==> src/rtl/loop_ctrl_pkg.sv <==
`default_nettype none
// +----------------------------------------------------------------------+
// | loop_ctrl_pkg                                                        |
// | State encoding and default sizing for the timing-loop gain scheduler |
// | Revision: 1.0                                                        |
// +----------------------------------------------------------------------+
package loop_ctrl_pkg;

  typedef enum logic [1:0] {
    LC_IDLE = 2'd0,
    LC_ACQ  = 2'd1,
    LC_TRK  = 2'd2
  } lc_state_t;

  localparam int LC_ERR_W       = 16;
  localparam int LC_GAIN_W      = 16;
  localparam int LC_WIN_LOG2    = 5;
  localparam int LC_LOCK_WINS   = 4;
  localparam int LC_UNLOCK_WINS = 2;
  localparam int LC_ACQ_TO_WINS = 64;

endpackage
`default_nettype wire

==> src/rtl/win_mag_avg.sv <==
`default_nettype none
// +----------------------------------------------------------------------+
// | win_mag_avg                                                          |
// | Windowed mean of saturated |err| over 2^WIN_LOG2 accepted samples    |
// | Revision: 1.0                                                        |
// +----------------------------------------------------------------------+
module win_mag_avg
  import loop_ctrl_pkg::*;
#(
  parameter int ERR_W    = LC_ERR_W,
  parameter int WIN_LOG2 = LC_WIN_LOG2
) (
  input  logic                    clk,
  input  logic                    reset,
  input  logic                    clr,
  input  logic                    smp_vld,
  input  logic signed [ERR_W-1:0] err,
  output logic                    win_done,
  output logic [ERR_W-1:0]        win_avg
);

  localparam int ACC_W = ERR_W + WIN_LOG2;
  localparam logic [ERR_W-1:0] NEG_MIN = {1'b1, {(ERR_W-1){1'b0}}};
  localparam logic [ERR_W-1:0] POS_MAX = {1'b0, {(ERR_W-1){1'b1}}};

  logic [ACC_W-1:0]    acc_q, acc_d;
  logic [WIN_LOG2-1:0] cnt_q, cnt_d;
  logic [ERR_W-1:0]    mag;
  logic [ACC_W-1:0]    sum;

  always_comb begin
    // The most negative code has no positive twin, so it clamps to full scale
    if (!err[ERR_W-1]) begin
      mag = err;
    end else if (err == NEG_MIN) begin
      mag = POS_MAX;
    end else begin
      mag = -err;
    end

    sum      = acc_q + ACC_W'(mag);
    win_done = smp_vld && (cnt_q == '1);
    win_avg  = ERR_W'(sum >> WIN_LOG2);

    acc_d = acc_q;
    cnt_d = cnt_q;
    if (clr) begin
      acc_d = '0;
      cnt_d = '0;
    end else if (smp_vld) begin
      if (win_done) begin
        acc_d = '0;
        cnt_d = '0;
      end else begin
        acc_d = sum;
        cnt_d = cnt_q + 1'b1;
      end
    end
  end

  always_ff @(posedge clk or posedge reset) begin
    if (reset) begin
      acc_q <= '0;
      cnt_q <= '0;
    end else begin
      acc_q <= acc_d;
      cnt_q <= cnt_d;
    end
  end

endmodule
`default_nettype wire

==> src/rtl/loop_gain_sched.sv <==
`default_nettype none
// +----------------------------------------------------------------------+
// | loop_gain_sched                                                      |
// | Acquisition/tracking gain scheduler driven by windowed mean |err|    |
// | Revision: 1.0                                                        |
// +----------------------------------------------------------------------+
module loop_gain_sched
  import loop_ctrl_pkg::*;
#(
  parameter int ERR_W       = LC_ERR_W,
  parameter int GAIN_W      = LC_GAIN_W,
  parameter int WIN_LOG2    = LC_WIN_LOG2,
  parameter int LOCK_WINS   = LC_LOCK_WINS,
  parameter int UNLOCK_WINS = LC_UNLOCK_WINS,
  parameter int ACQ_TO_WINS = LC_ACQ_TO_WINS
) (
  input  logic                    clk,
  input  logic                    reset,
  input  logic                    en,
  input  logic                    err_valid,
  input  logic signed [ERR_W-1:0] err,
  input  logic [GAIN_W-1:0]       kp_acq,
  input  logic [GAIN_W-1:0]       ki_acq,
  input  logic [GAIN_W-1:0]       kp_trk,
  input  logic [GAIN_W-1:0]       ki_trk,
  input  logic [ERR_W-1:0]        lock_thr,
  input  logic [ERR_W-1:0]        unlock_thr,
  output logic [GAIN_W-1:0]       kp,
  output logic [GAIN_W-1:0]       ki,
  output logic                    gain_upd,
  output logic                    integ_clr,
  output logic                    locked,
  output logic [1:0]              state
);

  localparam int GC_W = $clog2(LOCK_WINS + 1);
  localparam int BC_W = $clog2(UNLOCK_WINS + 1);
  localparam int TC_W = $clog2(ACQ_TO_WINS + 1);
  localparam logic [GC_W-1:0] LOCK_N   = GC_W'(LOCK_WINS);
  localparam logic [BC_W-1:0] UNLOCK_N = BC_W'(UNLOCK_WINS);
  localparam logic [TC_W-1:0] TO_N     = TC_W'(ACQ_TO_WINS);

  lc_state_t         state_q, state_d;
  logic [GAIN_W-1:0] kp_q, kp_d, ki_q, ki_d;
  logic              gain_upd_q, gain_upd_d;
  logic              integ_clr_q, integ_clr_d;
  logic              locked_q, locked_d;
  logic [GC_W-1:0]   good_q, good_d, good_inc;
  logic [BC_W-1:0]   bad_q, bad_d, bad_inc;
  logic [TC_W-1:0]   to_q, to_d, to_inc;

  logic              smp_vld;
  logic              win_clr;
  logic              win_done;
  logic [ERR_W-1:0]  win_avg;
  logic              win_good;
  logic              win_bad;

  assign smp_vld = err_valid && en && (state_q != LC_IDLE);
  assign win_clr = !en || (state_q == LC_IDLE);

  win_mag_avg #(
    .ERR_W    (ERR_W),
    .WIN_LOG2 (WIN_LOG2)
  ) u_win (
    .clk      (clk),
    .reset    (reset),
    .clr      (win_clr),
    .smp_vld  (smp_vld),
    .err      (err),
    .win_done (win_done),
    .win_avg  (win_avg)
  );

  // Hysteresis: an average equal to either threshold is neither good nor bad
  assign win_good = win_avg < lock_thr;
  assign win_bad  = win_avg > unlock_thr;
  assign good_inc = good_q + 1'b1;
  assign bad_inc  = bad_q + 1'b1;
  assign to_inc   = to_q + 1'b1;

  always_comb begin
    state_d     = state_q;
    kp_d        = kp_q;
    ki_d        = ki_q;
    locked_d    = locked_q;
    gain_upd_d  = 1'b0;
    integ_clr_d = 1'b0;
    good_d      = good_q;
    bad_d       = bad_q;
    to_d        = to_q;

    if (!en) begin
      state_d  = LC_IDLE;
      kp_d     = '0;
      ki_d     = '0;
      locked_d = 1'b0;
      good_d   = '0;
      bad_d    = '0;
      to_d     = '0;
    end else begin
      case (state_q)
        LC_IDLE: begin
          state_d     = LC_ACQ;
          kp_d        = kp_acq;
          ki_d        = ki_acq;
          gain_upd_d  = 1'b1;
          integ_clr_d = 1'b1;
          good_d      = '0;
          bad_d       = '0;
          to_d        = '0;
        end
        LC_ACQ: begin
          if (win_done) begin
            // Lock wins over a coinciding acquisition timeout
            if (win_good && (good_inc == LOCK_N)) begin
              state_d    = LC_TRK;
              kp_d       = kp_trk;
              ki_d       = ki_trk;
              gain_upd_d = 1'b1;
              locked_d   = 1'b1;
              good_d     = '0;
              bad_d      = '0;
              to_d       = '0;
            end else if (to_inc == TO_N) begin
              integ_clr_d = 1'b1;
              good_d      = '0;
              to_d        = '0;
            end else begin
              good_d = win_good ? good_inc : '0;
              to_d   = to_inc;
            end
          end
        end
        LC_TRK: begin
          if (win_done) begin
            if (win_bad && (bad_inc == UNLOCK_N)) begin
              state_d    = LC_ACQ;
              kp_d       = kp_acq;
              ki_d       = ki_acq;
              gain_upd_d = 1'b1;
              locked_d   = 1'b0;
              good_d     = '0;
              bad_d      = '0;
              to_d       = '0;
            end else begin
              bad_d = win_bad ? bad_inc : '0;
            end
          end
        end
        default: begin
          state_d  = LC_IDLE;
          kp_d     = '0;
          ki_d     = '0;
          locked_d = 1'b0;
          good_d   = '0;
          bad_d    = '0;
          to_d     = '0;
        end
      endcase
    end
  end

  always_ff @(posedge clk or posedge reset) begin
    if (reset) begin
      state_q     <= LC_IDLE;
      kp_q        <= '0;
      ki_q        <= '0;
      gain_upd_q  <= 1'b0;
      integ_clr_q <= 1'b0;
      locked_q    <= 1'b0;
      good_q      <= '0;
      bad_q       <= '0;
      to_q        <= '0;
    end else begin
      state_q     <= state_d;
      kp_q        <= kp_d;
      ki_q        <= ki_d;
      gain_upd_q  <= gain_upd_d;
      integ_clr_q <= integ_clr_d;
      locked_q    <= locked_d;
      good_q      <= good_d;
      bad_q       <= bad_d;
      to_q        <= to_d;
    end
  end

  assign kp        = kp_q;
  assign ki        = ki_q;
  assign gain_upd  = gain_upd_q;
  assign integ_clr = integ_clr_q;
  assign locked    = locked_q;
  assign state     = state_q;

endmodule
`default_nettype wire

==> config.mk <==
export PLATFORM = sky130hd
export DESIGN_NAME = loop_gain_sched
export DESIGN_NICKNAME = d
export VERILOG_FILES = /design/src/rtl/loop_ctrl_pkg.sv /design/src/rtl/win_mag_avg.sv /design/src/rtl/loop_gain_sched.sv
export SDC_FILE = /design/constraint.sdc
export NUM_CORES = 1
export LEC_CHECK = 0
export BUFFER_PORTS_ARGS = -buffer_cell sky130_fd_sc_hd__buf_2
export CORE_ASPECT_RATIO = 0.6
export CORE_UTILIZATION = 35
export CTS_CLUSTER_DIAMETER = 200
export CTS_CLUSTER_SIZE = 10
export DETAILED_ROUTE_END_ITERATION = 7
export PLACE_DENSITY_LB_ADDON = 0.25
export SYNTH_ARGS = -nofsm -noshare
export SYNTH_HDL_FRONTEND = slang
export SYNTH_SLANG_ARGS = --single-unit
==> constraint.sdc <==
create_clock -name clk -period 4.5 [get_ports clk]
set_clock_uncertainty 0.15 [all_clocks]
set_input_delay 0.225 -clock clk [delete_from_list [all_inputs] [get_ports clk]]
set_output_delay 0.225 -clock clk [all_outputs]
set_load 0.01 [all_outputs]
==> flow_metrics.env, run 1 <==
export IMPL_status="finished, violations left"
export IMPL_violations="negative setup slack"
export IMPL_wl_um=21000
export IMPL_syn_inst=646
export IMPL_startpoint="err[5]"
export IMPL_fin_tns_setup_ns=-66.50
export IMPL_core_um2=15600
export IMPL_r2r_end="kp[9]$_DFFE_PP0P_"
export IMPL_synthesis_area_um2=5700
export IMPL_multiInputGateArea_um2=4280
export IMPL_fin_crit_sh_pct=132
export IMPL_fin_util_pct=58.5
export IMPL_final_common_cell="buf_2"
export IMPL_reg2reg_slack_ns=-0.15
export IMPL_layout_drive_gt1_share_pct=47.0
export IMPL_crit_fanout=8
export IMPL_synth_distinct_cells=64
export IMPL_firstDrtPassIters=5
export IMPL_power_frac_comb_pct=60.1
export IMPL_seq_area_um2=1880
export IMPL_clock_path_buffers=2
export IMPL_ys_flop_type="dfrtp_1"
export IMPL_crit_chain="buf_6 -> or4_4 -> or3_4 -> or4_4 -> or3_4 -> o21bai_1 -> a21oi_1 -> a31oi_1 -> ha_1 -> a21oi_1 -> o21ai_1 -> a211oi_2 -> and2_4 -> nor2_4 -> xor2_2 -> ha_1 -> and2_4 -> nand4_1 -> a2111oi_4 -> nor3b_2 -> o32a_4 -> buf_12 -> buf_16 -> o41ai_2"
export IMPL_setup_viol=49
export IMPL_synth_nets=824
export IMPL_antenna_cells=0
export IMPL_power_leakage_nw=4.51
export IMPL_cts_sinks=75
export IMPL_cts_tree="yes"
export IMPL_dp_hpwl_um=13600
export IMPL_dieWidth_um=167
export IMPL_fill_cells=1287
export IMPL_hold_viol_final=0
export IMPL_vias=6394
export IMPL_clk_latency_ns=0.34
export IMPL_worst_setup_path_end_kind="register"
export IMPL_vdd_ir_drop_max_mv=0.290
export IMPL_grt_overflow=0
export IMPL_worst_slew_pin_slew_ns=0.992
export IMPL_fp_row_count=35
export IMPL_crit_buf_inv=3
export IMPL_final_cells=1129
export IMPL_p_clk_share_pct=17.6
export IMPL_yosysTopAreaCellShare_pct=32.9
export IMPL_p_sw_w=0.00177
export IMPL_globalplace_congestion=0.893
export IMPL_hp_start="kp_trk[7]"
export IMPL_dieArea_um2=16800
export IMPL_drt_iter0_drc=336
export IMPL_post_drt_wl_per_cell_um=18.6
export IMPL_hold_end="kp[7]$_DFFE_PP0P_"
export IMPL_drtAntennaViolNets=0
export IMPL_max_freq_mhz=168
export IMPL_place_port_buffers=152
export IMPL_maxSlewViolCount=0
export IMPL_required_ns=4.57
export IMPL_post_route_drc_count=0
export IMPL_via_per_inst=5.66
export IMPL_cpLargestDelayFamily="simple AND/OR/NAND/NOR gates"
export IMPL_seq_power_share_pct=22.3
export IMPL_async_flop_share_pct=100
export IMPL_max_slew_margin_pct=33.9
export IMPL_ys_ff_latch=75
export IMPL_synth_top_cell_by_area="dfrtp_1"
export IMPL_p_per_area_nw_per_um2=462
export IMPL_rsz0062_at_grt="true"
export IMPL_layout_common_cells="buf_2 (152), buf_4 (127), dfrtp_1 (75)"
export IMPL_ys_top_cells_by_area="dfrtp_1 (33%), ha_1 (13%), o21ai_0 (5.7%), o41ai_1 (5.5%), a22oi_1 (4.3%)"
export IMPL_fin_nets=1099
export IMPL_grt_pass1_wl_um=31100
export IMPL_cts_buffers=9
export IMPL_reg2reg_from="u_win.acc_q[0]$_DFFE_PP0P_"
export IMPL_startpoint_type="primary input"
export IMPL_synth_edff_count=0
export IMPL_swShare_pct=41.8
export IMPL_ys_seq_area_share_pct=32.9
export IMPL_max_stage_delay_ns=0.53
export IMPL_grt_total_usage_pct=23.3
export IMPL_place_inst=1074
export IMPL_cap_violations=0
export IMPL_io_pins=153
export IMPL_cts_root_buf="clkbuf_16"
export IMPL_setup_slack_ns=-1.46
export IMPL_min_period_ns=5.96
export IMPL_arrival_ns=6.03
export IMPL_h_tree_depth=3
export IMPL_syn_mean_instance_area_um2=8.83
export IMPL_die_h_um=101
export IMPL_yosysWarningCount=0
export IMPL_slowest_stage="or4_4"
export IMPL_grt_pass1_vias=6229
export IMPL_clkSlewWorstSetupHoldPaths_ns=0.07
export IMPL_antenna_found_initial=0
export IMPL_p_int_w=0.00246
export IMPL_hold_depth=3
export IMPL_syn_to_final_growth_pct=60.3
export IMPL_worstSetupPathType="in2reg"
export IMPL_reg2reg_depth=19
export IMPL_initial_core_util_pct=36.5
export IMPL_grt_max_degree=42
export IMPL_hp_class="in2reg"
[worst max-delay path by stage]
| stage | cells after the start | to | slack (ns) |
|---|---|---|---|
| floorplan | 27 | locked$_DFFE_PP0P_ | -1.39 |
| global placement | 22 | kp[12]$_DFFE_PP0P_ | -1.89 |
| detailed placement | 22 | kp[12]$_DFFE_PP0P_ | -2.07 |
| CTS | 25 | state[0]$_DFFE_PP0P_ | -1.38 |
| global route | 24 | kp[9]$_DFFE_PP0P_ | -1.64 |
| finish | 24 | kp[9]$_DFFE_PP0P_ | -1.46 |
[sequential cells by signal, indices dropped and copies added (netlist names)]
name,flops
to_q,7
locked,1
kp,16
good_q,3
integ_clr,1
gain_upd,1
state,2
ki,16
u_win.acc_q,21
u_win.cnt_q,5
bad_q,2
[routing by layer]
| layer | vias to the layer above | share of wire [%] | global-route usage [%] |
|---|---|---|---|
| met2 | 217 | 46 | 37.0 |
| met4 | 0 | 1.2 | 5.98 |
| met1 | 3142 | 46 | 31.9 |
| met5 | - | 0 | 0 |
| li1 | 3011 | - | - |
| met3 | 24 | 6.7 | 5.65 |
[per-stage QoR]
stage,hold WS [ns],worst slack (ns),instance area (um2),total power (W)
6_report,0.0798,-1.46,9150,0.00422
5_1_grt,0.0797,-1.64,9150,0.00444
4_1_cts,0.0682,-1.38,8600,0.00384
3_5_place_dp,0.326,-2.07,7600,0.00262
3_3_place_gp,0.314,-1.89,7600,0.00256
2_1_floorplan,0.293,-1.39,5890,0.00197
[Yosys cell counts (all sizes together), types with 4 or more instances]
cell    number
dfrtp       75
o21ai       65
ha          61
inv         54
nand2       40
o41ai       36
clkbuf      35
a22oi       33
nor2        29
a21oi       28
a22o        16
xor2        14
nand3       13
nand2b      11
xnor2       10
nand4        9
o21a         9
a31oi        8
or3          8
nor3         7
o211ai       7
o31ai        6
a21o         5
and2         4
buf          4
nor2b        4
o21bai       4
[final cells by class]
cell class                      instances  area share [%]
Timing Repair Buffer                  303            24.4
Tap cell                              203            2.78
Clock buffer                            9            2.46
Clock inverter                          7           0.807
Multi-Input combinational cell        477            46.8
Sequential cell                        75            20.5
Inverter                               55            2.26
[power groups by stage]
stage / Combinational (W) / Sequential, W / Clock [W]
4_1_cts: 0.00216 / 0.000923 / 0.000757
6_report: 0.00254 / 0.000942 / 0.000743
2_1_floorplan: 0.00101 / 0.000960 / 0
3_5_place_dp: 0.00170 / 0.000921 / 0
3_3_place_gp: 0.00164 / 0.000921 / 0
5_1_grt: 0.00270 / 0.000956 / 0.000778
[kinds of logic after synthesis]
kind of cell               after synthesis  synth area share (%)
AOI/OAI and AO/OA                      241                  29.2
xor gates and xnor gates                24                  3.68
and+or+nand+nor                        147                  13.5
buffers and inverters                   94                  6.43
adders and majority gates               62                  13.7
muxes                                    3                 0.570
DFF                                     75                  32.9
[worst reg2reg max path, stage by stage, from the launching register on]
cell and delay, ns:
dfrtp_1 0.39, ha_4 0.15, inv_2 0.04, fa_2 0.35
nand2b_4 0.16, a21oi_4 0.21, o32ai_2 0.13, or3_4 0.40
and2_4 0.17, nor2_4 0.11, xor2_2 0.10, ha_1 0.30
and2_4 0.14, nand4_1 0.16, a2111oi_4 0.40, nor3b_2 0.11
o32a_4 0.37, buf_12 0.17, buf_16 0.16, o41ai_2 0.36
[what timing repair did]
item,4_1_cts,5_1_grt
pin swaps,39,19
cloned,6,7
setup buffers,15,11
hold buffers,1,0
endpoints found under the hold margin,35,0
endpoints found under the setup margin,49,49
gates resized for setup,86,55
Note: power is estimated with default switching activity, not from simulation.
==> inputs of run 2 (changes only) <==
Settings changed: SYNTH_HIERARCHICAL set to 1.
==> run 2 against run 1 <==
Area after synthesis grew 4.1%. The flow still finishes with violations (negative setup slack). Global-route usage shrank 2.1 points. Synthesized cell count grew 2.8%. Die area grew 4.1%. Worst setup slack gained 1.0 ns.
==> flow_metrics.env, run 2 <==
export IMPL_violations="negative setup slack"
export IMPL_hold_depth=3
export IMPL_seq_power_share_pct=26.1
export IMPL_fp_row_count=36
export IMPL_syn_mean_instance_area_um2=8.94
export IMPL_io_pins=153
export IMPL_grt_overflow=0
export IMPL_slowest_stage="or3_4"
export IMPL_max_stage_delay_ns=0.43
export IMPL_fin_tns_setup_ns=-16.65
export IMPL_power_frac_comb_pct=53.6
export IMPL_ys_flop_type="dfrtp_1"
export IMPL_largest_reg_flops=21
export IMPL_holdWs_ns=0.0818
export IMPL_fin_nets=1112
export IMPL_startpoint="err[5]"
export IMPL_async_flop_share_pct=100
export IMPL_post_route_drc_count=0
export IMPL_synthesis_area_um2=5940
export IMPL_yosysTopAreaCellShare_pct=31.6
export IMPL_drtAntennaViolNets=0
export IMPL_startpoint_type="primary input"
export IMPL_grt_total_usage_pct=21.2
export IMPL_ys_top_cells_by_count="dfrtp_1 (75), ha_1 (61), nand2_1 (56), inv_1 (48), o21ai_1 (44)"
export IMPL_status="finished, violations left"
export IMPL_place_port_buffers=152
export IMPL_hp_start="ki_trk[2]"
export IMPL_clk_latency_ns=0.35
export IMPL_clock_path_buffers=2
export IMPL_firstDrtPassIters=5
export IMPL_layout_drive_gt1_share_pct=42.7
export IMPL_globalplace_congestion=0.860
export IMPL_p_int_w=0.00206
export IMPL_yosysMostFrequentCell="dfrtp_1"
export IMPL_max_freq_mhz=203
export IMPL_dieArea_um2=17500
export IMPL_reg2reg_depth=17
export IMPL_critical_path_depth=22
export IMPL_syn_inst=664
export IMPL_synth_distinct_cells=74
export IMPL_reg2reg_slack_ns=0
export IMPL_clkSlewWorstSetupHoldPaths_ns=0.07
export IMPL_post_drt_wl_per_cell_um=16.1
export IMPL_cts_tree="yes"
export IMPL_initial_core_util_pct=36.2
export IMPL_synth_edff_count=0
export IMPL_cts_root_buf="clkbuf_16"
export IMPL_wl_um=18700
export IMPL_worst_setup_path_end_kind="register"
export IMPL_ys_ff_latch=75
export IMPL_dp_hpwl_um=14000
export IMPL_h_tree_depth=3
export IMPL_antenna_found_initial=0
export IMPL_vias=6073
export IMPL_final_cells=1167
export IMPL_hp_class="in2reg"
export IMPL_p_per_area_nw_per_um2=403
export IMPL_crit_fanout=14
export IMPL_synth_nets=842
export IMPL_setup_viol=49
export IMPL_grt_max_degree=59
export IMPL_place_inst=1130
export IMPL_p_sw_w=0.00147
export IMPL_largest_register="u_win/acc_q"
export IMPL_max_slew_margin_pct=62.0
export IMPL_cts_buffers=9
export IMPL_core_um2=16400
export IMPL_crit_buf_inv=3
export IMPL_grt_pass1_wl_um=29000
export IMPL_arrival_ns=5.01
export IMPL_crit_chain="buf_6 -> or3_4 -> or3_4 -> o31ai_4 -> xor2_1 -> nand2_1 -> ha_4 -> and3_4 -> o211ai_1 -> o21ba_4 -> o31ai_4 -> nor2_1 -> xor2_1 -> ha_1 -> nand4_1 -> or3_1 -> a21o_1 -> a31oi_4 -> a21oi_4 -> buf_6 -> buf_12 -> o41ai_1"
export IMPL_cpLargestDelayFamily="simple AND/OR/NAND/NOR gates"
export IMPL_drt_iter0_drc=457
export IMPL_required_ns=4.58
export IMPL_die_h_um=103
export IMPL_cap_violations=0
export IMPL_fin_crit_sh_pct=109
export IMPL_vdd_ir_drop_max_mv=0.271
export IMPL_reg2reg_from="u_win/acc_q[0]$_DFFE_PP0P_"
export IMPL_ys_top_cells_by_area="dfrtp_1 (32%), ha_1 (13%), o41ai_1 (4.9%), a22oi_1 (4.4%), o21ai_1 (3.7%)"
export IMPL_cts_sinks=75
export IMPL_maxSlewViolCount=0
export IMPL_p_clk_share_pct=20.3
export IMPL_setup_slack_ns=-0.423
export IMPL_layout_common_cells="buf_2 (150), buf_4 (126), dfrtp_1 (75)"
export IMPL_antenna_cells=0
export IMPL_final_common_cell="buf_2"
export IMPL_ys_seq_area_share_pct=31.6
export IMPL_grt_pass1_vias=5557
export IMPL_syn_to_final_growth_pct=47.6
export IMPL_min_period_ns=4.92
export IMPL_hold_viol_final=0
export IMPL_rsz0062_at_grt="true"
export IMPL_yosysWarningCount=6
export IMPL_power_leakage_nw=4.44
export IMPL_dieWidth_um=170
export IMPL_worst_slew_pin_slew_ns=0.568
export IMPL_worstSetupPathType="in2reg"
export IMPL_synth_top_cell_by_area="dfrtp_1"
export IMPL_via_per_inst=5.20
export IMPL_swShare_pct=41.7
==> run 2: path summary, 6_finish.rpt <==
kind / endpoint
min in group asynchronous: bad_q[1]$_DFFE_PP0P_
worst max register to register: ki[10]$_DFFE_PP0P_
worst min register to register: good_q[2]$_DFFE_PP0P_
worst max-delay path: ki[10]$_DFFE_PP0P_
worst min-delay path: ki[2]$_DFFE_PP0P_
max in group asynchronous: state[1]$_DFFE_PP0P_
==> run 2: what timing repair did <==
action,CTS,global route
hold buffers,1,0
endpoints found under the setup margin,49,49
resized for setup,40,30
pin swaps,7,8
cloned,2,2
endpoints found under the hold margin,31,0
buffers inserted,14,3
==> run 2: cell type report <==
| type | instances | area (um2) |
|---|---|---|
| multi-input combinational | 504 | 4140 |
| inverter | 49 | 184 |
| tap | 228 | 285 |
| fill | 1494 | 7630 |
| timing repair buffer | 295 | 2000 |
| clock inverter | 7 | 57.6 |
| sequential | 75 | 1880 |
| clock buffer | 9 | 225 |
==> run 2: routing by layer <==
| metal | track usage, % | up-vias | part of all wire [%] |
|---|---|---|---|
| li1 | - | 3016 | - |
| met1 | 33.9 | 2888 | 54 |
| met2 | 29.3 | 155 | 40 |
| met3 | 3.53 | 14 | 4.5 |
| met4 | 4.02 | 0 | 0.91 |
| met5 | 0 | - | 0 |
==> run 2: tightest hold or removal path, delay by kind of cell <==
kind	cells	cell delay [ns]
AOI/OAI and AO/OA	2	0.21
buffers and inverters	1	0.10
==> run 2: kinds of logic after synthesis <==
| group | share of synthesized area, % |
|---|---|
| adder cells (fa/ha/maj) | 13.2 |
| XOR/XNOR | 3.98 |
| flip-flops | 31.6 |
| AO/OA/AOI/OAI | 30.0 |
| multiplexers | 1.05 |
| AND/OR/NAND/NOR | 14.4 |
| buffers and inverters | 5.75 |
==> run 2: through the flow <==
stage	setup WS [ns]	area [um2]	util [%]	total power [W]
after global placement	-0.807	7900	48.2	0.00250
final	-0.423	8770	53.5	0.00353
after floorplan	-0.271	6100	-	0.00191
after detailed placement	-0.817	7900	48.2	0.00252
after CTS	-0.354	8550	52.2	0.00340
after global routing	-0.619	8770	53.5	0.00375
==> run 2: power by group through the flow <==
| stage | Combinational, W | Sequential [W] | Clock (W) |
|---|---|---|---|
| floorplan | 0.000931 | 0.000984 | 0 |
| global placement | 0.00158 | 0.000924 | 0 |
| detailed placement | 0.00159 | 0.000926 | 0 |
| CTS | 0.00176 | 0.000919 | 0.000725 |
| global route | 0.00205 | 0.000939 | 0.000757 |
| finish | 0.00189 | 0.000920 | 0.000717 |
==> inputs of run 3 (changes only) <==
Settings changed: CTS_BUF_LIST set to sky130_fd_sc_hd__clkbuf_4 sky130_fd_sc_hd__clkbuf_8.
==> run 3 against run 2 <==
The flow still finishes with violations (negative setup slack). Wire length rose by 1.1%. Total power rose by 1.5%. Largest power group unchanged. Largest cell class unchanged. Critical endpoint is now to_q[2]$_DFFE_PP0P_. Final cell count about the same.
==> flow_metrics.env, run 3 (synthesis results as in run 2) <==
export IMPL_worst_setup_path_end_kind="register"
export IMPL_post_route_drc_count=0
export IMPL_globalplace_congestion=0.860
export IMPL_cts_root_buf="clkbuf_8"
export IMPL_syn_to_final_growth_pct=52.0
export IMPL_hp_class="in2reg"
export IMPL_slowest_stage="or3_4"
export IMPL_arrival_ns=5.00
export IMPL_clock_path_buffers=2
export IMPL_reg2reg_slack_ns=0
export IMPL_holdWs_ns=0.0568
export IMPL_multiInputGateArea_um2=4420
export IMPL_power_w=0.00358
export IMPL_fin_nets=1113
export IMPL_max_stage_delay_ns=0.43
export IMPL_dieWidth_um=170
export IMPL_worstSetupPathType="in2reg"
export IMPL_fin_util_pct=55.1
export IMPL_cap_violations=0
export IMPL_reg2reg_depth=19
export IMPL_fin_crit_sh_pct=109
export IMPL_largest_register="u_win/acc_q"
export IMPL_fp_row_count=36
export IMPL_layout_common_cells="buf_2 (150), buf_4 (121), dfrtp_1 (75)"
export IMPL_crit_chain="buf_6 -> or3_4 -> or3_4 -> o31ai_4 -> xor2_1 -> nand2_1 -> ha_4 -> and3_4 -> o211ai_1 -> o21ba_4 -> o31ai_4 -> nor2_2 -> xor2_2 -> ha_1 -> buf_6 -> a21oi_2 -> o21a_1 -> buf_4 -> o211ai_1 -> o311ai_4 -> buf_4 -> nor2_1 -> o31ai_1 -> o21ai_1"
export IMPL_final_common_cell="buf_2"
export IMPL_vias=6099
export IMPL_violations="negative setup slack"
export IMPL_layout_drive_gt1_share_pct=47.1
export IMPL_grt_pass1_vias=5531
export IMPL_crit_buf_inv=4
export IMPL_hold_viol_final=0
export IMPL_max_freq_mhz=204
export IMPL_status="finished, violations left"
export IMPL_drt_iter0_drc=414
export IMPL_grt_pass1_wl_um=29000
export IMPL_power_leakage_nw=4.52
export IMPL_required_ns=4.60
export IMPL_seq_area_um2=1880
export IMPL_core_um2=16400
export IMPL_setup_viol=49
export IMPL_grt_max_degree=45
export IMPL_placement_setup_worst_slack_ns=-0.817
export IMPL_hp_start="kp_trk[0]"
export IMPL_cts_tree="yes"
export IMPL_cts_sinks=75
export IMPL_via_per_inst=5.22
export IMPL_hold_depth=3
export IMPL_fill_cells=1468
export IMPL_dieArea_um2=17500
export IMPL_reg2reg_from="u_win/acc_q[0]$_DFFE_PP0P_"
export IMPL_min_period_ns=4.90
export IMPL_clk_latency_ns=0.37
export IMPL_hold_end="kp[0]$_DFFE_PP0P_"
export IMPL_h_tree_depth=3
export IMPL_grt_overflow=0
export IMPL_p_per_area_nw_per_um2=397
export IMPL_initial_core_util_pct=36.2
export IMPL_startpoint_type="primary input"
export IMPL_firstDrtPassIters=5
export IMPL_io_pins=153
export IMPL_max_slew_margin_pct=61.6
export IMPL_r2r_end="to_q[2]$_DFFE_PP0P_"
export IMPL_antenna_cells=0
export IMPL_cts_buffers=9
export IMPL_antenna_found_initial=0
export IMPL_maxSlewViolCount=0
export IMPL_wl_um=19000
export IMPL_vdd_ir_drop_max_mv=0.258
export IMPL_rsz0062_at_grt="true"
export IMPL_clkSlewWorstSetupHoldPaths_ns=0.10
export IMPL_cpLargestDelayFamily="compound AO/OA/AOI/OAI gates"
export IMPL_crit_fanout=5
export IMPL_setup_slack_ns=-0.399
export IMPL_dp_hpwl_um=14000
export IMPL_die_h_um=103
export IMPL_drtAntennaViolNets=0
export IMPL_place_port_buffers=152
export IMPL_worst_slew_pin_slew_ns=0.573
export IMPL_largest_reg_flops=21
export IMPL_post_drt_wl_per_cell_um=16.2
export IMPL_grt_total_usage_pct=21.2
[run 3: worst max-delay path by stage]
stage | start | end | slack (ns) | depth (start not counted)
floorplan | err[5] | state[0]$_DFFE_PP0P_ | -0.27 | 21
global placement | err[5] | good_q[1]$_DFFE_PP0P_ | -0.81 | 23
detailed placement | err[5] | kp[5]$_DFFE_PP0P_ | -0.82 | 24
CTS | err[5] | bad_q[1]$_DFFE_PP0P_ | -0.30 | 21
global route | err[5] | bad_q[1]$_DFFE_PP0P_ | -0.56 | 22
finish | err[5] | to_q[2]$_DFFE_PP0P_ | -0.40 | 24
[run 3: worst reg2reg max path, stage by stage (launching register included)]
cell and delay [ns]:
dfrtp_1 0.40, ha_1 0.25, fa_2 0.38, a211oi_4 0.27
o21ai_2 0.10, o21ba_4 0.24, o31ai_4 0.33, nor2_2 0.11
xor2_2 0.17, ha_1 0.34, buf_6 0.13, a21oi_2 0.10
o21a_1 0.20, buf_4 0.13, o211ai_1 0.16, o311ai_4 0.32
buf_4 0.19, nor2_1 0.04, o31ai_1 0.26, o21ai_1 0.11
[run 3: area by class of cell]
cell class	count	share of cell area, %
inverters	49	2.04
clock inverters	7	0.638
repair buffers	296	23.0
clock buffers	9	1.37
flip-flops and latches	75	20.8
multi-input cells	504	49.0
well taps	228	3.16
[run 3: routing by layer]
metal	global-route usage, %	vias to the layer above	part of all wire (%)
met5	0	-	0
met4	3.53	0	0.55
met3	3.42	11	4.3
met2	28.6	134	41
met1	34.6	2937	55
li1	-	3017	-
[run 3: stage by stage]
step	TNS, ns	std cells	cell area, um2
4_1_cts	-11.59	1161	8540
5_1_grt	-24.27	1168	9030
2_1_floorplan	-10.68	664	6100
3_5_place_dp	-33.38	1130	7900
3_3_place_gp	-34.62	1130	7900
6_report	-15.93	1168	9030
[run 3: repair_timing]
action | CTS | global route
endpoints found under the setup margin | 49 | 49
gates cloned | 3 | 4
pin swaps | 14 | 16
gates resized for setup | 58 | 66
hold buffers | 1 | 0
buffers inserted | 12 | 3
hold endpoints to repair | 73 | 0
[run 3: power by group]
part | switching [W] | internal, W | leakage [nW]
registers | 0.000130 | 0.000829 | 1.02
logic | 0.00117 | 0.000938 | 3.42
clock network | 0.000310 | 0.000209 | 0.0886
